$ cat src/rtl/time_sync_pkg.sv
// Shared types and sizing helpers for the network-time synchronisation controller.
package time_sync_pkg;

    typedef enum logic [2:0] {
        ST_IDLE,
        ST_REQ,
        ST_WAIT,
        ST_SET,
        ST_FAIL
    } state_e;

    // Attempt index needs one bit beyond what MAX_RETRY strictly requires.
    function automatic int attempt_width(input int max_retry);
        return $clog2(max_retry + 1) + 1;
    endfunction

    // Width of a counter that must hold values 0..terminal.
    function automatic int count_width(input int terminal);
        return (terminal < 1) ? 1 : $clog2(terminal + 1);
    endfunction

    localparam int DEF_ATTEMPT_W = attempt_width(3);
    localparam int DEF_TIMEOUT_W = count_width(250_000_000 - 1);

endpackage

$ cat src/rtl/sync_timer.sv
// Clearable up-counter; hit_o flags the terminal count and a step taken on
// the terminal count wraps back to zero.
module sync_timer #(
    parameter int          W        = 8,
    parameter int unsigned TERMINAL = 0
) (
    input  logic clk,
    input  logic reset_n,
    input  logic clr_i,
    input  logic step_i,
    output logic hit_o
);

    localparam logic [W-1:0] TERM = W'(TERMINAL);

    logic [W-1:0] count_q;
    logic [W-1:0] count_d;

    assign hit_o = (count_q == TERM);

    always_comb begin
        count_d = count_q;
        if (clr_i) begin
            count_d = '0;
        end else if (step_i) begin
            count_d = hit_o ? '0 : count_q + W'(1);
        end
    end

    always_ff @(posedge clk or negedge reset_n) begin
        if (!reset_n) begin
            count_q <= '0;
        end else begin
            count_q <= count_d;
        end
    end

endmodule

$ cat src/rtl/time_sync_ctrl.sv
// Network-time sync controller: starts fetches on key press or periodic auto-resync,
// bounds each attempt with a timeout, retries, then loads the clock core or reports failure.
module time_sync_ctrl
    import time_sync_pkg::*;
#(
    parameter int TIME_W      = 32,
    parameter int OUT_W       = 64,
    parameter int TIMEOUT_CYC = 250_000_000,
    parameter int MAX_RETRY   = 3,
    parameter int AUTO_PERIOD = 3600
) (
    input  logic                                clk,
    input  logic                                reset_n,
    input  logic                                manual_btn,
    input  logic                                tick_1hz,
    input  logic                                fetch_done,
    input  logic [TIME_W-1:0]                   fetch_time,
    output logic                                req_en,
    output logic                                set_valid,
    output logic [OUT_W-1:0]                    set_time,
    output logic                                busy,
    output logic                                fail,
    output logic [attempt_width(MAX_RETRY)-1:0] attempt
);

    localparam int AW        = attempt_width(MAX_RETRY);
    localparam int TO_W      = count_width(TIMEOUT_CYC - 1);
    localparam bit AUTO_EN   = (AUTO_PERIOD != 0);
    localparam int AUTO_TERM = AUTO_EN ? AUTO_PERIOD - 1 : 0;
    localparam int AUTO_W    = count_width(AUTO_TERM);
    localparam logic [AW-1:0] MAX_A = AW'(MAX_RETRY);

    state_e            state_q, state_d;
    logic              btn_q;
    logic              auto_pend_q, auto_pend_d;
    logic [AW-1:0]     attempt_q, attempt_d;
    logic [OUT_W-1:0]  set_time_q, set_time_d;
    logic              req_en_q, set_valid_q, busy_q, fail_q;

    logic press;
    logic in_wait;
    logic to_hit;
    logic auto_hit;
    logic auto_fire;
    logic auto_clr;
    logic start_req;

    assign press   = manual_btn & ~btn_q;
    assign in_wait = (state_q == ST_WAIT);
    assign auto_clr = ~AUTO_EN;

    sync_timer #(
        .W        (TO_W),
        .TERMINAL (TIMEOUT_CYC - 1)
    ) u_timeout (
        .clk     (clk),
        .reset_n (reset_n),
        .clr_i   (~in_wait),
        .step_i  (in_wait),
        .hit_o   (to_hit)
    );

    // Terminal is one below the period so the tick completing the period fires directly.
    sync_timer #(
        .W        (AUTO_W),
        .TERMINAL (AUTO_TERM)
    ) u_auto (
        .clk     (clk),
        .reset_n (reset_n),
        .clr_i   (auto_clr),
        .step_i  (tick_1hz),
        .hit_o   (auto_hit)
    );

    assign auto_fire = AUTO_EN & tick_1hz & auto_hit;
    assign start_req = (state_q == ST_IDLE) & (press | auto_pend_q | auto_fire);

    always_comb begin
        state_d     = state_q;
        attempt_d   = attempt_q;
        set_time_d  = set_time_q;
        auto_pend_d = (auto_pend_q | auto_fire) & ~start_req;
        case (state_q)
            ST_IDLE: begin
                if (start_req) begin
                    state_d   = ST_REQ;
                    attempt_d = '0;
                end
            end
            ST_REQ: state_d = ST_WAIT;
            ST_WAIT: begin
                if (fetch_done) begin
                    state_d    = ST_SET;
                    set_time_d = OUT_W'(fetch_time);
                end else if (press) begin
                    state_d = ST_IDLE;
                end else if (to_hit) begin
                    if (attempt_q == MAX_A) begin
                        state_d = ST_FAIL;
                    end else begin
                        state_d   = ST_REQ;
                        attempt_d = attempt_q + AW'(1);
                    end
                end
            end
            ST_SET:  state_d = ST_IDLE;
            ST_FAIL: state_d = ST_IDLE;
            default: state_d = ST_IDLE;
        endcase
    end

    always_ff @(posedge clk or negedge reset_n) begin
        if (!reset_n) begin
            state_q     <= ST_IDLE;
            btn_q       <= 1'b0;
            auto_pend_q <= 1'b0;
            attempt_q   <= '0;
            set_time_q  <= '0;
            req_en_q    <= 1'b0;
            set_valid_q <= 1'b0;
            busy_q      <= 1'b0;
            fail_q      <= 1'b0;
        end else begin
            state_q     <= state_d;
            btn_q       <= manual_btn;
            auto_pend_q <= auto_pend_d;
            attempt_q   <= attempt_d;
            set_time_q  <= set_time_d;
            req_en_q    <= (state_d == ST_REQ);
            set_valid_q <= (state_d == ST_SET);
            busy_q      <= (state_d == ST_REQ) || (state_d == ST_WAIT);
            fail_q      <= (state_d == ST_FAIL);
        end
    end

    assign req_en    = req_en_q;
    assign set_valid = set_valid_q;
    assign set_time  = set_time_q;
    assign busy      = busy_q;
    assign fail      = fail_q;
    assign attempt   = attempt_q;

endmodule

$ cat config.mk
export PLATFORM = sky130hd
export DESIGN_NAME = time_sync_ctrl
export DESIGN_NICKNAME = d
export VERILOG_FILES = /design/src/rtl/time_sync_pkg.sv /design/src/rtl/sync_timer.sv /design/src/rtl/time_sync_ctrl.sv
export SDC_FILE = /design/constraint.sdc
export NUM_CORES = 1
export LEC_CHECK = 0
export CORE_MARGIN = 8
export CORE_UTILIZATION = 35
export CTS_CLUSTER_DIAMETER = 150
export DETAILED_ROUTE_END_ITERATION = 6
export PLACE_DENSITY_LB_ADDON = 0.2
export RECOVER_POWER = 100
export SLEW_MARGIN = 25
export SYNTH_ARGS = -nofsm -noshare
export SYNTH_HDL_FRONTEND = slang
export SYNTH_SLANG_ARGS = --single-unit
$ cat constraint.sdc
create_clock -name clk -period 3.79 [get_ports clk]
set_clock_uncertainty 0.15 [all_clocks]
set_input_delay 0.379 -clock clk [delete_from_list [all_inputs] [get_ports clk]]
set_output_delay 0.379 -clock clk [all_outputs]
set_load 0.01 [all_outputs]
Word level (Yosys, flattened, before mapping). Index checks and enable logic that the tools add are counted.

Memories kept: 0. Latch bits: 0. Bits in registers: 84. Memory bits (read-only): 0. Output and inout port bits: 71. Memory bits (writable): 0. Word-level logic and storage cells: 57.

Eq/ne operators: 14. Multipliers: 0. Reduce and logical (&&, ||, !) cells: 5. $lt $le $gt $ge: 0. Shift-type cells: 0. Div/mod/pow operators: 0. Muxes and demuxes: 15. Bitwise gates (word level): 9. Add/sub/neg operators: 3.

Operator list (number): 2-to-1 mux 28 bit (2); 2-to-1 mux 3 bit (10); adder 28 x 1 -> 28 bit, second input constant (1); == test 28 bit, second input constant (1); adder 12 x 1 -> 12 bit, second input constant (1); == test 12 bit, second input constant (1); == test 3 x 2 -> 1 bit, second input constant (4); 2-to-1 mux 12 bit (1); one-hot mux 3 bit (3 select lines) (1); inequality test 2 bit, second input constant (4); == test 3 x 1 -> 1 bit, second input constant (2); one-hot mux 3 bit (2 select lines) (1); AND reduction 6 bit (1); bitwise AND 1 bit (4); adder 3 x 1 -> 3 bit, second input constant (1); == test 3 bit, second input constant (1); zero test 3 bit (1); bitwise OR 1 bit (3); inequality test 2 x 1 -> 1 bit, second input constant (1); inverter 1 bit (2); AND reduction 2 bit (1); nonzero test 2 bit (1); logical OR 1 bit (1).

Longest topological paths before layout.
Depth in word-level cells: 9. Depth in mapped cells: 8. Mapped depth without buffers: 7.

Cells and area by module. From an unflattened synthesis, not the netlist that was laid out.

Cells, all modules: 391. Area total of the unflattened synthesis: 4279.1 um2.

Modules (own cells, without submodules): time_sync_ctrl (instances 1, area an instance 2058.2 um2, cells each 153); sync_timer at u_timeout (instances 1, area an instance 1560.2 um2, cells each 169); sync_timer at u_auto (instances 1, area an instance 660.6 um2, cells each 69).

Worst setup path after synthesis. OpenSTA, ideal clock, no wires.

Path kind: reg2reg. Start: reg u_timeout.count_q[10]. End: reg attempt_q[0], in the netlist attempt[0]. Stages on the path, launching flop included: 6. Arrival: 1987 ps. Buffers on the path: 0. Slack: 1525 ps. Cell sequence: dfrtp_1 > or4b_1 > nor4_2 > nand4_2 > a211oi_4 > mux2_1.

Longest elaborated chain between the ends: 3.

Ends and longest elaborated chain: start: declaration (line sync_timer.sv:16) `logic [W-1:0] count_q;`; start signal: assignment (line sync_timer.sv:34) `count_q <= count_d;`; == test 28 bit (line sync_timer.sv:19) `assign hit_o = (count_q == TERM);`; inequality test 2 x 1 -> 1 bit (no source line); AND reduction 6 bit (no source line); end signal: assignment (line time_sync_ctrl.sv:127) `attempt_q <= attempt_d;`; end: declaration (line time_sync_ctrl.sv:36) `logic [AW-1:0] attempt_q, attempt_d;`.

Every way passes these cells. A chain may end at the register's enable or synchronous reset.

Worst setup path after layout.
Start: in fetch_done. End: reg attempt_q[1], in the netlist attempt[1].

Longest elaborated chain between the ends: 2.

Ends and longest elaborated chain: start: declaration (line time_sync_ctrl.sv:16) `input logic fetch_done,`; inequality test 2 bit (no source line); AND reduction 6 bit (no source line).

Every way passes these cells.

==> impl_metrics.toml <==
[synthesis]
yosysUniqueCellTypes = 43
synth.top_cell.area_share_pct = 53.8
yosys.cell_count.top_type = "sky130_fd_sc_hd__dfrtp_1"
ys_seq_area_share_pct = 53.8
asyncSetResetFlopFracSynth_pct = 100
ys_top_cells_by_count = "sky130_fd_sc_hd__dfrtp_1 (84), sky130_fd_sc_hd__nor2_1 (44), sky130_fd_sc_hd__mux2_2 (33), sky130_fd_sc_hd__buf_4 (32), sky130_fd_sc_hd__xor2_1 (24)"
synth-main-ff-cell = "sky130_fd_sc_hd__dfrtp_1"
syn-mean-instance-area_um2 = 11.4
synth_edf_count = 0
register_bit_count_reported_by_yosys = 84
post_synth_inst_count = 344
synth_top_cell_by_area = "sky130_fd_sc_hd__dfrtp_1"
synthTopCellsByArea = "sky130_fd_sc_hd__dfrtp_1 (54%), sky130_fd_sc_hd__mux2_2 (9.5%), sky130_fd_sc_hd__buf_4 (6.2%)"
synthesis.area_um2 = 3900
yosysWarningCount = 0

[global_routing]
grt_overflow = 0
grt_first_pass_wirelength_mm = 13.8
via_count_of_the_first_global_routing_pass = 2747
grt_antenna_before_repair = 0
grt.total_usage_pct = 11.6
grt_start_max_net_pins = 85

[run_status]
failed_checks = "capacitance limit, slew limit"
outcome = "finished with violations"

[placed_design]
io_buffer_count = 75
weighted_congestion_reported_at_the_end_of_routability_driven_placement = 0.773
post-dp-hpwl_mm = 5.82
placement.cell_area_um2 = 4700

[sta]
fmaxAchievable_ghz = 0.352
totalNegativeSetupSlack_ns = 0
post-route-min-period_ns = 2.84
max-slew-margin-rel_pct = -37.8
layout_worst_path_cycle_share_pct = 75.0
worst-slew-pin-transition_ns = 2.07
hold_viol = 0
setup_viol = 0
rsz0062_at_grt = "no"
report.final.slew_viol_count = 85

[setup_path]
timing.critical_path.to_type = "flop"
timing.critical_path.fanout_max = 21
path_class = "primary input to flop"
crit_path_cell_trace = "dlygate4sd3_1, nand2_1, nor3_1, clkbuf_1, a211oi_2, a211oi_4, mux2_1"
worst_path_largest_cell_delay_ns = 0.88
cp_slowest_cell = "sky130_fd_sc_hd__clkbuf_1"
arrival_ns = 2.92
critical_path.startpoint_type = "primary input"
cp_data_required_time_ns = 3.87

[floorplan]
io_pins = 108
die_w_um = 122
floorplan.initialDensity_pct = 35.9
die_height_um = 122
floorplan.rows = 38
die_area_um2 = 14800
placeableCoreArea_um2 = 10900

[drt]
vias = 2646
first_pass_iters = 4
routed_wire_length_per_instance_um = 14.2
dr.first_iter.drc_count = 80
dr_drc_count = 0
final_antenna_net_count = 0
post_drt_via_cell_ratio = 4.65
sum_of_routed_wire_length_over_all_layers_mm = 8.07

[clocking]
cts-resized-gates = 0
clock_tree.htree_level_count = 3
tritoncts.num_buffers = 9
cts_sinks = 84
ctsLongestPathBuffers = 2
buffer_type_at_the_clock_tree_root = "sky130_fd_sc_hd__clkbuf_8"
cts_tree = "yes"
clkSlewWorstSetupHoldPaths_ns = 0.09
clk-insertion-delay-late_ns = 0.35

[power]
power.density_cell_area_nw_per_um2 = 606
irDropWorstVdd_uv = 353
static-leakage-power_uw = 0.00212

[final_layout]
flow.area_growth_from_synthesis_pct = 24.6
design.final.nets = 465
post-route-cell-area_um2 = 4860
n_antenna_cell = 0
drive_above_1_share_pct = 13.8

[job]
cap_violations = 1

[worst_hold_path]
hold_path_class = "flop to flop"
## cells in the final DEF, fill, tap and decap left out, types with 3 or more instances in the layout
| master | instances |
|---|---|
| sky130_fd_sc_hd__a21oi_1 | 3 |
| sky130_fd_sc_hd__o21ai_0 | 3 |
| sky130_fd_sc_hd__xnor2_1 | 10 |
| sky130_fd_sc_hd__nor4_1 | 3 |
| sky130_fd_sc_hd__nor2_1 | 44 |
| sky130_fd_sc_hd__ha_1 | 4 |
| sky130_fd_sc_hd__nor3_1 | 6 |
| sky130_fd_sc_hd__conb_1 | 32 |
| sky130_fd_sc_hd__dlygate4sd3_1 | 43 |
| sky130_fd_sc_hd__xor2_1 | 24 |
| sky130_fd_sc_hd__dfrtp_1 | 84 |
| sky130_fd_sc_hd__clkbuf_8 | 9 |
| sky130_fd_sc_hd__inv_1 | 7 |
| sky130_fd_sc_hd__and3_1 | 7 |
| sky130_fd_sc_hd__nand2_1 | 15 |
| sky130_fd_sc_hd__clkdlybuf4s50_1 | 32 |
| sky130_fd_sc_hd__nand3_1 | 18 |
| sky130_fd_sc_hd__inv_6 | 3 |
| sky130_fd_sc_hd__mux2_2 | 33 |
| sky130_fd_sc_hd__nand4_1 | 11 |
## per-layer routing
layer	track usage, %	part of all wire [%]
met1	14.0	43
met2	18.2	46
met3	4.26	9.1
met4	5.55	2.1
met5	0	0
## critical path, delay by kind of cell
family	cells	cell delay [ns]
buffers and inverters	2	1.47
AOI/OAI and AO/OA	2	0.45
and+or+nand+nor	2	0.28
muxes	1	0.35
## registers in the layout, indices dropped and copies added, names as in the netlist, 3 cells and up
register and cells:
u_auto.count_q 12, state_q 3, set_time 32, u_timeout.count_q 28, attempt 3
## final timing paths
path | startpoint | to | slack, ns | cells past startpoint
worst min-delay path | u_timeout.count_q[0] | u_timeout.count_q[0] | 0.34 | 1
worst max-delay path | fetch_done | attempt[1] | 0.95 | 7
worst min register to register | u_timeout.count_q[0] | u_timeout.count_q[0] | 0.34 | 1
max in group asynchronous | reset_n | u_timeout.count_q[18] | 1.27 | 2
worst max register to register | state_q[0] | attempt[1] | 1.18 | 5
min in group asynchronous | reset_n | set_time[23] | 1.01 | 2
## stage by stage
| stage | instances | worst slack (ns) | utilization [%] | power (uW) | hold slack [ns] |
|---|---|---|---|---|---|
| finish | 569 | 0.948 | 44.7 | 2950 | 0.339 |
| global route | 569 | 0.693 | 44.7 | 3160 | 0.360 |
| global placement | 552 | 1.17 | 43.2 | 2470 | 0.317 |
| detailed placement | 552 | 1.14 | 43.2 | 2480 | 0.334 |
| floorplan | 375 | 1.53 | - | 1900 | -0.0666 |
| CTS | 569 | 1.32 | 45.0 | 3110 | 0.306 |
## report_power, final
| part | switching, uW | total (uW) | internal, uW | leakage, uW |
|---|---|---|---|---|
| logic | 496 | 1070 | 572 | 0.000952 |
| clock network | 346 | 596 | 250 | 0.0000925 |
| registers | 140 | 1280 | 1140 | 0.00108 |
## cell type report
type	count	area, um2
Multi-Input combinational cell	242	1600
Clock inverter	7	58.8
Timing Repair Buffer	80	778
Tap cell	140	175
Clock buffer	9	124
Fill cell	1061	6020
Sequential cell	84	2100
Inverter	7	26.3
## repair_timing
item	4_1_cts	5_1_grt
endpoints found under the hold margin	84	0
setup buffers	0	0
hold buffers	1	0
## kinds of logic (layout without fill, tap and decap cells)
kind of cell,Yosys count,in the layout,synth area share [%]
buffers and inverters,49,103,7.88
other,1,32,0.0960
AO/OA/AOI/OAI,15,15,3.01
flip-flops,84,84,53.8
multiplexers,36,36,10.3
adder cells (fa/ha/maj),4,4,1.28
XOR/XNOR,34,34,7.63
AND/OR/NAND/NOR,121,121,15.9
No activity file was read; power rests on OpenSTA's default activity.
